===== src/rtl/constrained_lfsr_random_if.sv =====
`default_nettype none
// ============================================================================
//  Module   : constrained_lfsr_random_if
//  Brief    : Consumer-side bundle for the constrained LFSR random source:
//             take strobe, runtime seed load, value/valid and reject count.
//  Revision : 1.0  initial release
// ============================================================================
interface constrained_lfsr_random_if #(
  parameter int unsigned WIDTH = 8
);
  logic             en;
  logic             seed_ld;
  logic [63:0]      seed;
  logic [WIDTH-1:0] out;
  logic             valid;
  logic [15:0]      rejects;

  // Consumer side: drives strobes and seed, observes generated values.
  modport master (
    output en,
    output seed_ld,
    output seed,
    input  out,
    input  valid,
    input  rejects
  );

  // Generator side.
  modport slave (
    input  en,
    input  seed_ld,
    input  seed,
    output out,
    output valid,
    output rejects
  );
endinterface
`default_nettype wire


===== src/rtl/constrained_lfsr_random.sv =====
`default_nettype none
// ============================================================================
//  Module   : constrained_lfsr_random
//  Brief    : 64-bit Galois LFSR feeding a rejection sampler that produces
//             registered values uniformly within [MIN, MAX], with a one-deep
//             valid/take output stage and a saturating reject counter.
//  Revision : 1.0  initial release
// ============================================================================
module constrained_lfsr_random #(
  parameter int unsigned WIDTH = 8,
  parameter logic [63:0] MIN   = 64'd0,
  parameter logic [63:0] MAX   = 64'd255,
  parameter logic [63:0] SEED  = 64'h0000_0000_0000_0001
) (
  input  wire                              clk,
  input  wire                              rst_n,
  constrained_lfsr_random_if.slave         bus
);

  localparam logic [63:0] C_POLY      = 64'hD800_0000_0000_0000;
  localparam logic [63:0] C_ZERO_SEED = 64'hACE1_ACE1_ACE1_ACE1;

  // Smallest all-ones mask that covers span values (span held at 65 bits so
  // that a full 64-bit range does not overflow).
  function automatic logic [63:0] calc_mask(input logic [64:0] span);
    logic [64:0] m;
    m = 65'd0;
    for (int i = 0; i < 65; i++) begin
      if ((m + 65'd1) < span) m = {m[63:0], 1'b1};
    end
    return m[63:0];
  endfunction

  function automatic logic [63:0] lfsr_next(input logic [63:0] l);
    return {1'b0, l[63:1]} ^ (l[0] ? C_POLY : 64'h0);
  endfunction

  localparam logic [64:0]      C_SPAN    = {1'b0, MAX} - {1'b0, MIN} + 65'd1;
  localparam logic [63:0]      C_RANGE   = MAX - MIN;
  localparam logic [63:0]      C_MASK    = calc_mask(C_SPAN);
  localparam logic [63:0]      C_RESET_L = (SEED == 64'd0) ? C_ZERO_SEED : SEED;
  localparam logic [WIDTH-1:0] C_OUT_RST = MIN[WIDTH-1:0];

  typedef enum logic [0:0] {
    ST_GEN  = 1'b0,
    ST_HOLD = 1'b1
  } state_t;

  state_t           state_q, state_d;
  logic [63:0]      l_q, l_d;
  logic [WIDTH-1:0] out_q, out_d;
  logic [15:0]      rejects_q, rejects_d;

  logic [63:0]      l_next;
  logic [63:0]      cand;
  logic             accept;
  logic [15:0]      rejects_inc;

  // Candidate derived from the advanced LFSR; the mask never exceeds WIDTH
  // bits because the span is legal for the output width.
  always_comb begin
    l_next      = lfsr_next(l_q);
    cand        = l_next & C_MASK;
    accept      = (cand <= C_RANGE);
    rejects_inc = (rejects_q == 16'hFFFF) ? rejects_q : rejects_q + 16'd1;
  end

  // Next-state logic: seed load overrides everything; GEN always draws;
  // HOLD draws only when the consumer takes the current value.
  always_comb begin
    state_d   = state_q;
    l_d       = l_q;
    out_d     = out_q;
    rejects_d = rejects_q;
    if (bus.seed_ld) begin
      l_d       = (bus.seed == 64'd0) ? C_ZERO_SEED : bus.seed;
      rejects_d = 16'd0;
      state_d   = ST_GEN;
    end else begin
      case (state_q)
        ST_GEN: begin
          l_d = l_next;
          if (accept) begin
            out_d   = WIDTH'(MIN + cand);
            state_d = ST_HOLD;
          end else begin
            rejects_d = rejects_inc;
          end
        end
        ST_HOLD: begin
          if (bus.en) begin
            l_d = l_next;
            if (accept) begin
              out_d = WIDTH'(MIN + cand);
            end else begin
              rejects_d = rejects_inc;
              state_d   = ST_GEN;
            end
          end
        end
        default: state_d = ST_GEN;
      endcase
    end
  end

  // State registers with asynchronous active-low reset.
  always_ff @(posedge clk or negedge rst_n) begin
    if (!rst_n) begin
      state_q   <= ST_GEN;
      l_q       <= C_RESET_L;
      out_q     <= C_OUT_RST;
      rejects_q <= 16'd0;
    end else begin
      state_q   <= state_d;
      l_q       <= l_d;
      out_q     <= out_d;
      rejects_q <= rejects_d;
    end
  end

  assign bus.out     = out_q;
  assign bus.valid   = (state_q == ST_HOLD);
  assign bus.rejects = rejects_q;

endmodule
`default_nettype wire

===== src/flat_wrapper.sv =====
// flat-port wrapper written by rule: the top's interface ports become plain ports
module constrained_lfsr_random_flat 
#(
  parameter int unsigned WIDTH = 8,
  parameter logic [63:0] MIN   = 64'd0,
  parameter logic [63:0] MAX   = 64'd255,
  parameter logic [63:0] SEED  = 64'h0000_0000_0000_0001
)
  (clk, rst_n, bus_en, bus_seed_ld, bus_seed, bus_out, bus_valid, bus_rejects);
  constrained_lfsr_random_if #(.WIDTH(WIDTH)) bus_i ();
  input  wire clk;
  input  wire rst_n;
  input wire logic [$bits(bus_i.en)-1:0] bus_en;
  input wire logic [$bits(bus_i.seed_ld)-1:0] bus_seed_ld;
  input wire logic [$bits(bus_i.seed)-1:0] bus_seed;
  output wire logic [$bits(bus_i.out)-1:0] bus_out;
  output wire logic [$bits(bus_i.valid)-1:0] bus_valid;
  output wire logic [$bits(bus_i.rejects)-1:0] bus_rejects;
  assign bus_i.en = bus_en;
  assign bus_i.seed_ld = bus_seed_ld;
  assign bus_i.seed = bus_seed;
  assign bus_out = bus_i.out;
  assign bus_valid = bus_i.valid;
  assign bus_rejects = bus_i.rejects;
  constrained_lfsr_random #(.WIDTH(WIDTH), .MIN(MIN), .MAX(MAX), .SEED(SEED)) u_core (.clk(clk), .rst_n(rst_n), .bus(bus_i));
endmodule

===== config.mk =====
export PLATFORM = sky130hd
export DESIGN_NAME = constrained_lfsr_random_flat
export DESIGN_NICKNAME = d
export VERILOG_FILES = /design/src/rtl/constrained_lfsr_random_if.sv /design/src/rtl/constrained_lfsr_random.sv /design/src/flat_wrapper.sv
export SDC_FILE = /design/constraint.sdc
export NUM_CORES = 1
export LEC_CHECK = 0
export ABC_AREA = 1
export CORE_MARGIN = 4
export CORE_UTILIZATION = 50
export DETAILED_ROUTE_END_ITERATION = 8
export MAX_ROUTING_LAYER = met4
export PLACE_DENSITY = 0.79
export SYNTH_ARGS = -nofsm -noshare
export SYNTH_HDL_FRONTEND = slang
export SYNTH_SLANG_ARGS = --single-unit

===== constraint.sdc =====
create_clock -name clk -period 1.6 [get_ports clk]
set_clock_uncertainty 0.15 [all_clocks]
set_input_delay 0.16 -clock clk [delete_from_list [all_inputs] [get_ports clk]]
set_output_delay 0.16 -clock clk [all_outputs]
set_load 0.005 [all_outputs]

# Yosys cells after proc, flatten, opt, wreduce, memory -nomap -nowiden

Index checks and enable logic that the tools add are counted.

Bits in registers: 89
Output and inout port bits: 25

Add/sub/neg operators: 1
$lt $le $gt $ge: 1
Equal/unequal tests: 3
Mux-type cells: 17
Bitwise gates (word level): 3
Reductions and logical operators: 2

Operators with widths:

| cell                  | number |
|---|---|
| $mux 64               | 4 |
| $pmux 64 s2           | 1 |
| $logic_not 64->1      | 1 |
| $mux 16               | 4 |
| $xor 63x64->64        | 1 |
| $pmux 16 s2           | 1 |
| $add 16x1->16 const B | 1 |
| $eq 16x16->1 const B  | 1 |
| $mux 8                | 2 |
| $pmux 8 s2            | 1 |
| $le 8x8->1 const B    | 1 |
| $mux 1                | 3 |
| $ne 3x3->1 const B    | 1 |
| $ne 2x2->1 const B    | 1 |
| $not 1->1             | 2 |
| $pmux 1 s2            | 1 |
| $reduce_and 2->1      | 1 |

# Longest topological paths before layout

Gate-level depths: netlist of the first run.

Depth in word-level cells: 7
Mapped depth: 10
Gate-level depth less buffers: 9

# Least setup slack after synthesis of the first run

No wires, ideal clock.

Path type: reg2reg
From: register u_core.state_q, in the netlist u_core.bus.valid
To: register u_core.l_q[55]
Library setup time: 116 ps
Arrival: 1071 ps
Path slack: 262 ps
Cell stages (with the launch flop): 9
Path buffers: 2
Period minus slack after synthesis: 1338 ps
Path through: dfrtp_1 nand2_1 nor2_2 inv_2 buf_2 buf_2 o22ai_1 inv_1 nand2_1

Cells in the longest elaborated chain, start to end: 3
Elaborated cells on any way between the ends: 4
Those cells by class: eq/ne (1); mux (2); bitwise (1)

Ends and longest elaborated chain:

| what                   | line                           | text |
|---|---|---|
| from (decl)            | constrained_lfsr_random.sv:49  | `state_t state_q, state_d;` |
| from (signal assigned) | constrained_lfsr_random.sv:114 | `state_q <= state_d;` |
| $not 1->1              | constrained_lfsr_random.sv:80  | `case (state_q)` |
| $pmux 64 s2            | constrained_lfsr_random.sv:80  |  |
| $mux 64                | constrained_lfsr_random.sv:75  | `if (bus.seed_ld) begin` |
| to (signal assigned)   | constrained_lfsr_random.sv:115 | `l_q <= l_d;` |
| to (decl)              | constrained_lfsr_random.sv:50  | `logic [63:0] l_q, l_d;` |

Parallel ways exist; a longest one is shown, timed or not.
A chain may end at the register's enable or synchronous reset.

# Worst setup path in the final report of the first run

From: register u_core.rejects_q[2], in the netlist u_core.bus.rejects[2]
To: output port bus_rejects[2]

RTL lines:

| what                   | line                           | text |
|---|---|---|
| from (decl)            | constrained_lfsr_random.sv:52  | `logic [15:0] rejects_q, rejects_d;` |
| from (signal assigned) | constrained_lfsr_random.sv:117 | `rejects_q <= rejects_d;` |
| to (decl)              | flat_wrapper.sv:18             | `output wire logic [$bits(bus_i.rejects)-1:0] bus_rejects;` |

No word-level cell between the ends.

==> metrics.txt, run 1 <==
status finished clean; RSZ-0062 raised after global routing no; final worst-path cycle share ~97%; Crit path max-delay family buffers and inverters; vias per inst a little under 5; Synth cell types 22; Initial Util 52.0%; Post-Place Cell Area between 5000 and 6000 um^2; CP peak stage delay between 0.5 and 0.6 ns; top cell type's share of synthesized area 50.7%; leading post-synthesis cells by cell area dfrtp_1 (51%), nand2_1 (16%), inv_1 (11%); syn nets roughly 630; Peak Freq 647 MHz; pin count of the biggest net entering global routing 38; post-DP HPWL slightly above 7000 um; final instance area around 5900 um^2; drt pass-1 iters 4; sequential area share after synthesis 51.4%; Mapped Avg Cell Area around 7.7 um^2; FP Rows 33; DRC violations left 0; clk sinks between 80 and 90; Slew HR a little under three quarters; fin crit period between 1.5 and 2 ns; remaining antenna violation count 0; Synth Instances ~570; Top Ports between 90 and 100; Global Route Usage Sum a little over a fifth; total wire length about 10000 um; YS warnings 0; via count approximately 3800; worst path cell trace clkdlybuf4s50_1; Post-Syn Area around 4300 um^2; Clock Latency Late Sink 0.35 ns; TritonCTS clock tree done; First DRT Iteration DRCs 147; Routed WL per cell approximately 13 um; leakage power just over 3 nW; CTS root buf clkbuf_8; share of cells above drive strength 1 roughly 11%; crit path kind reg2out; die area roughly 10000 um^2; TritonCTS Buffers 9; Worst EP arrival between 1 and 1.5 ns; Clk pin slew, worst setup/hold paths 0.09 ns; Core Area about 8300 um^2; min-delay worst type in2async; Yosys reg bits a little under 90; first-pass GRT wire length 16700 um; ANT cells 0; Pwr Total around 5.3 mW; slowest stage cell on the critical path clkdlybuf4s50_1; Finish-stage setup viols 0; Port Buffers between 90 and 100; Synth area leader dfrtp_1; Worst Max-Slew Pin Slew 0.422 ns; Slew Viols, Final 0; # H-tree levels 3; nets@finish roughly 750; total of max-cap violations 0; Max VDD drop 0.000581 V; Critical Path Start Type register; Final Hold Fails 0; Pwr per Cell Area just over 900 nW/um^2; Max clock buf depth 2; Worst Setup End Kind output pin; GP Congestion 0.793; Die Y just over 100 um; Worst Path Buf+Inv 1; worst path required time between 1 and 1.5 ns; die width between 100 and 150 um; grt ovf 0; area grow syn2layout 35.8%; initial antenna violation count 0; Layout Utilization ~71%; crit-path max FO 2; vias in the first global route approximately 3700
## power by group
group          total (mW)  switching [mW]  internal (mW)  leakage (nW)
Combinational       0.925           0.464          0.460          1.86
Sequential           2.53          0.0771           2.45          1.11
Clock                1.89           0.837           1.05         0.124
Total                5.35            1.38           3.97          3.10
## cell type report
| type | instances | area (um^2) |
|---|---|---|
| fill | 649 | 2450 |
| tap | 105 | 131 |
| clock buffer | 9 | 124 |
| multi-input combinational | 316 | 1450 |
| inverter | 135 | 509 |
| sequential | 89 | 2230 |
| clock inverter | 7 | 125 |
| timing repair buffer | 132 | 1330 |
## kinds of logic after synthesis
group / after synthesis / share of synthesized area, %
AND/OR/NAND/NOR: 254 / 22.8
buffers and inverters: 160 / 15.7
AO/OA/AOI/OAI: 61 / 10.0
XOR/XNOR: 1 / 0.202
flip-flops: 89 / 51.4
## Yosys cell counts (all sizes together)
library cell and count:
buf 18, xnor2 1, o21ai 5, a31oi 2
a21oi 3, dfrtp 88, clkbuf 7, o22ai 25
o221ai 25, inv 135, o211ai 1, nand2 188
dfstp 1, nand3 5, nor2 61
## metrics by stage
step / TNS (ns) / worst slack (ns) / instances / hold slack (ns)
after floorplan: 0 / 0.262 / 565 / -0.286
after global placement: -6.54 / -0.218 / 772 / -0.0315
after detailed placement: -7.01 / -0.236 / 772 / -0.0273
after CTS: 0 / 0.0235 / 790 / 0.133
after global routing: 0 / 0.00226 / 793 / 0.146
final: 0 / 0.0553 / 793 / 0.125
## sequential cells by signal, summed over array words and instances (netlist names)
name and flops:
u_core.bus.out 8, u_core.l_q 64, u_core.bus.valid 1, u_core.bus.rejects 16
## final timing paths
path	end	cells past startpoint	slack (ns)	startpoint
max in group asynchronous	u_core.bus.valid	3	0.63	rst_n
worst min register to register	u_core.bus.out[4]	2	0.34	u_core.bus.out[4]
worst max register to register	u_core.l_q[39]	6	0.22	u_core.bus.valid
min in group clk	u_core.l_q[3]	3	0.24	bus_seed[3]
worst max-delay path	bus_rejects[2]	1	0.06	u_core.bus.rejects[2]
worst min-delay path	u_core.l_q[43]	2	0.12	rst_n
## metal layers
metal  vias up  GRT usage (%)  wire [um]
met5         -              -          0
met4         0           6.03        129
met3        10           3.03        440
met2        85           35.9       5160
met1      1810           26.1       4390
li1       1931              -          -
## repair_timing
item,CTS,global route
endpoints found under the hold margin,90,1
setup buffers,0,2
hold buffers,2,1
gates resized for setup,0,8
endpoints found under the setup margin,0,36
## cell usage in the layout (no fill, tap or decap), drive strengths merged, types with 5 or more instances in the layout
cell type,synthesis,final
nand3,5,5
dfrtp,88,88
nand2,188,188
buf,18,39
clkdlybuf4s50,0,87
clkbuf,7,9
inv,135,137
o21ai,5,5
o221ai,25,25
nor2,61,61
o22ai,25,25
No activity file was read; power rests on OpenSTA's default activity.
==> run 2: changes to the inputs <==
--- a/config.mk
+++ b/config.mk
@@ -7,10 +7,10 @@
 export LEC_CHECK = 0
 export ABC_AREA = 1
 export CORE_MARGIN = 4
-export CORE_UTILIZATION = 50
+export CORE_UTILIZATION = 51
 export DETAILED_ROUTE_END_ITERATION = 8
 export MAX_ROUTING_LAYER = met4
-export PLACE_DENSITY = 0.79
+export PLACE_DENSITY = 0.8
 export SYNTH_ARGS = -nofsm -noshare
 export SYNTH_HDL_FRONTEND = slang
 export SYNTH_SLANG_ARGS = --single-unit
==> run 2 against run 1 <==
Against the previous run: clock-buffer cell count increased by 1; utilization fell by 1.2 points; register-to-register slack about the same; worst hold slack better by 0.11 ns.
==> metrics.txt, run 2 (same netlist as run 1, synthesis figures left out) <==
status finished clean; vias in the first global route 3809 (+2.8%); sw frac 27.7% (+1.9 points); pin count of the biggest net entering global routing 90 (+140%); Critical Path Start Type register; TritonCTS Buffers 9 (unchanged); Core Area 8260 um^2 (-0.99%); Final Hold Fails 0 (unchanged); GRT busiest layer met2; Peak Freq 648 MHz (+0.14%); Slew HR 69.2% (-2.7 points); grt ovf 0 (unchanged); M2 GR Usage 36.4% (+0.58 points); met3 Usage GRT 2.71% (-0.32 points); First DRT Iteration DRCs 136 (-7.5%); Pwr per Cell Area 837 nW/um^2 (-7.8%); fin crit period 1.54 ns (-0.00219 ns); worst path required time 1.29 ns (about the same); Max clock buf depth 2 (unchanged); Slew Viols, Final 0 (unchanged); placement-stage worst setup slack -0.215 ns (+0.0208 ns); TritonCTS clock tree done; combinational share of power 18.7% (+1.4 points); Worst EP arrival 1.23 ns (about the same); remaining antenna violation count 0 (unchanged); die width 100 um (-0.90%); Clk pin slew, worst setup/hold paths 0.10 ns (about the same); Layout Utilization 69.5% (-1.2 points); Post-Place Cell Area 5540 um^2 (-0.72%); total of max-cap violations 0 (unchanged); share of cells above drive strength 1 9.66% (-1.1 points); CTS root buf clkbuf_8; min-delay worst type in2async; via count 3778 (-1.5%); leakage power 2.98 nW (-3.7%); clock share of power 28.6% (-6.8 points); total wire length 9610 um (-5.0%); Storage cell area 2230 um^2 (unchanged); Global Route Usage Sum 20.8% (-0.25 points); initial antenna violation count 0 (unchanged); crit-path max FO 2 (unchanged); Routed WL per cell 12.2 um (-4.4%); final instance area 5740 um^2 (-2.7%); Power Internal 3.47 mW (-13%); drt pass-1 iters 4 (unchanged); Top Ports 93 (unchanged); final hold slack 0.235 ns (+0.110 ns); Filler cells 691 (+6.5%); post-DP HPWL 6950 um (-3.9%); Max VDD drop 0.000515 V (-11%); clk sinks 89 (unchanged); die area 10000 um^2 (-1.8%); Port Buffers 92 (unchanged); vias per inst 4.79 (-0.89%); most frequent cells in the layout nand2_1 (180), inv_1 (132), clkdlybuf4s50_1 (90); max FFs per register 64 (unchanged); Reg2Reg Setup Slack 0.23 ns (about the same); Crit path max-delay family buffers and inverters; slowest stage cell on the critical path clkdlybuf4s50_1; RSZ-0062 raised after global routing no; worst path cell trace clkdlybuf4s50_1; met1 Track Usage GR 25.6% (-0.50 points); first-pass GRT wire length 16600 um (-0.82%); nets@finish 746 (-0.67%); Initial Util 52.5% (+0.52 points); largest reg by FF count u_core.l_q; final worst slack 0.0575 ns (+0.00219 ns); final worst-path cycle share 96.4% (-0.14 points); area grow syn2layout 32.2%; Worst Max-Slew Pin Slew 0.462 ns (+0.0398 ns); ANT cells 0 (unchanged); most common cell after layout, fill and taps aside nand2_1; Worst Setup End Kind output pin; crit path kind reg2out; setup bufs post-CTS 0 (unchanged); sequential share of power 52.6% (+5.3 points); Clock Latency Late Sink 0.34 ns (about the same); Finish-stage setup viols 0 (unchanged); Die Y 100 um (-0.90%); Worst Path Buf+Inv 1 (unchanged); GP Congestion 0.833 (+5.1%); DRC violations left 0 (unchanged); # H-tree levels 3 (unchanged); multi-input logic area 1430 um^2 (-0.86%); P_sw 1.33 mW (-3.6%); FP Rows 33 (unchanged); CP peak stage delay 0.51 ns (about the same)
run 2: changes by cell type in the layout (fill, tap and decap cells not counted), moves of 3 or more:
cell             delta
dlymetal6s2s_1      -3
bufinv_16           -3
clkinvlp_4          +3
buf_4               -3
clkdlybuf4s50_1     +3
run 2: power groups by stage:
stage / Clock [mW] / Sequential [mW] / Combinational [mW]
after floorplan: 0 / 2.56 / 0.452
after global placement: 0 / 2.56 / 0.872
after detailed placement: 0 / 2.57 / 0.897
after CTS: 1.40 / 2.53 / 0.908
after global routing: 1.50 / 2.55 / 1.02
final: 1.37 / 2.53 / 0.900
run 2: path summary, 6_finish.rpt:
path / endpoint / startpoint / cells after the start
worst max-delay path: bus_out[0] / u_core.bus.out[0] / 1
worst min-delay path: u_core.bus.rejects[13] / rst_n / 3
worst max register to register: u_core.l_q[16] / u_core.bus.valid / 6
worst min register to register: u_core.l_q[59] / u_core.l_q[59] / 2
max in group asynchronous: u_core.l_q[0] / rst_n / 3
min in group clk: u_core.l_q[2] / bus_seed[2] / 3
run 2: worst min-delay path: stages:
cell and delay, ns:
dlygate4sd3_1 0.53, buf_4 0.11, buf_12 0.36
run 2: timing repair:
item / in CTS / in global routing
hold buffers: 2 / 0
endpoints found under the hold margin: 92 / 0
setup endpoints to repair: 0 / 11
resized for setup: 0 / 3
run 2: layout make-up:
| cell class | count | area share [%] |
|---|---|---|
| multi-input cells | 316 | 25.0 |
| repair buffers | 127 | 22.0 |
| well taps | 105 | 2.29 |
| inverters | 135 | 8.88 |
| clock inverters | 6 | 0.785 |
| flip-flops and latches | 89 | 38.9 |
| clock buffers | 10 | 2.23 |
run 2: per-stage QoR:
| stage | std cells | setup TNS, ns | total power [mW] |
|---|---|---|---|
| after global placement | 770 | -5.45 | 3.43 |
| final | 788 | 0 | 4.80 |
| after detailed placement | 770 | -6.26 | 3.47 |
| after floorplan | 565 | 0 | 3.01 |
| after CTS | 788 | 0 | 4.83 |
| after global routing | 788 | 0 | 5.07 |
run 2: per-layer routing:
| layer | vias up | wire length [um] |
|---|---|---|
| li1 | 1928 | - |
| met1 | 1774 | 4220 |
| met2 | 70 | 5000 |
| met3 | 6 | 321 |
| met4 | 0 | 74 |
| met5 | - | 0 |
==> run 3: changes to the inputs <==
--- a/config.mk
+++ b/config.mk
@@ -11,6 +11,7 @@
 export DETAILED_ROUTE_END_ITERATION = 8
 export MAX_ROUTING_LAYER = met4
 export PLACE_DENSITY = 0.8
+export SLEW_MARGIN = 20
 export SYNTH_ARGS = -nofsm -noshare
 export SYNTH_HDL_FRONTEND = slang
 export SYNTH_SLANG_ARGS = --single-unit
==> results of run 3 <==
Final layout, timing and power as in run 2 (identical DEF).
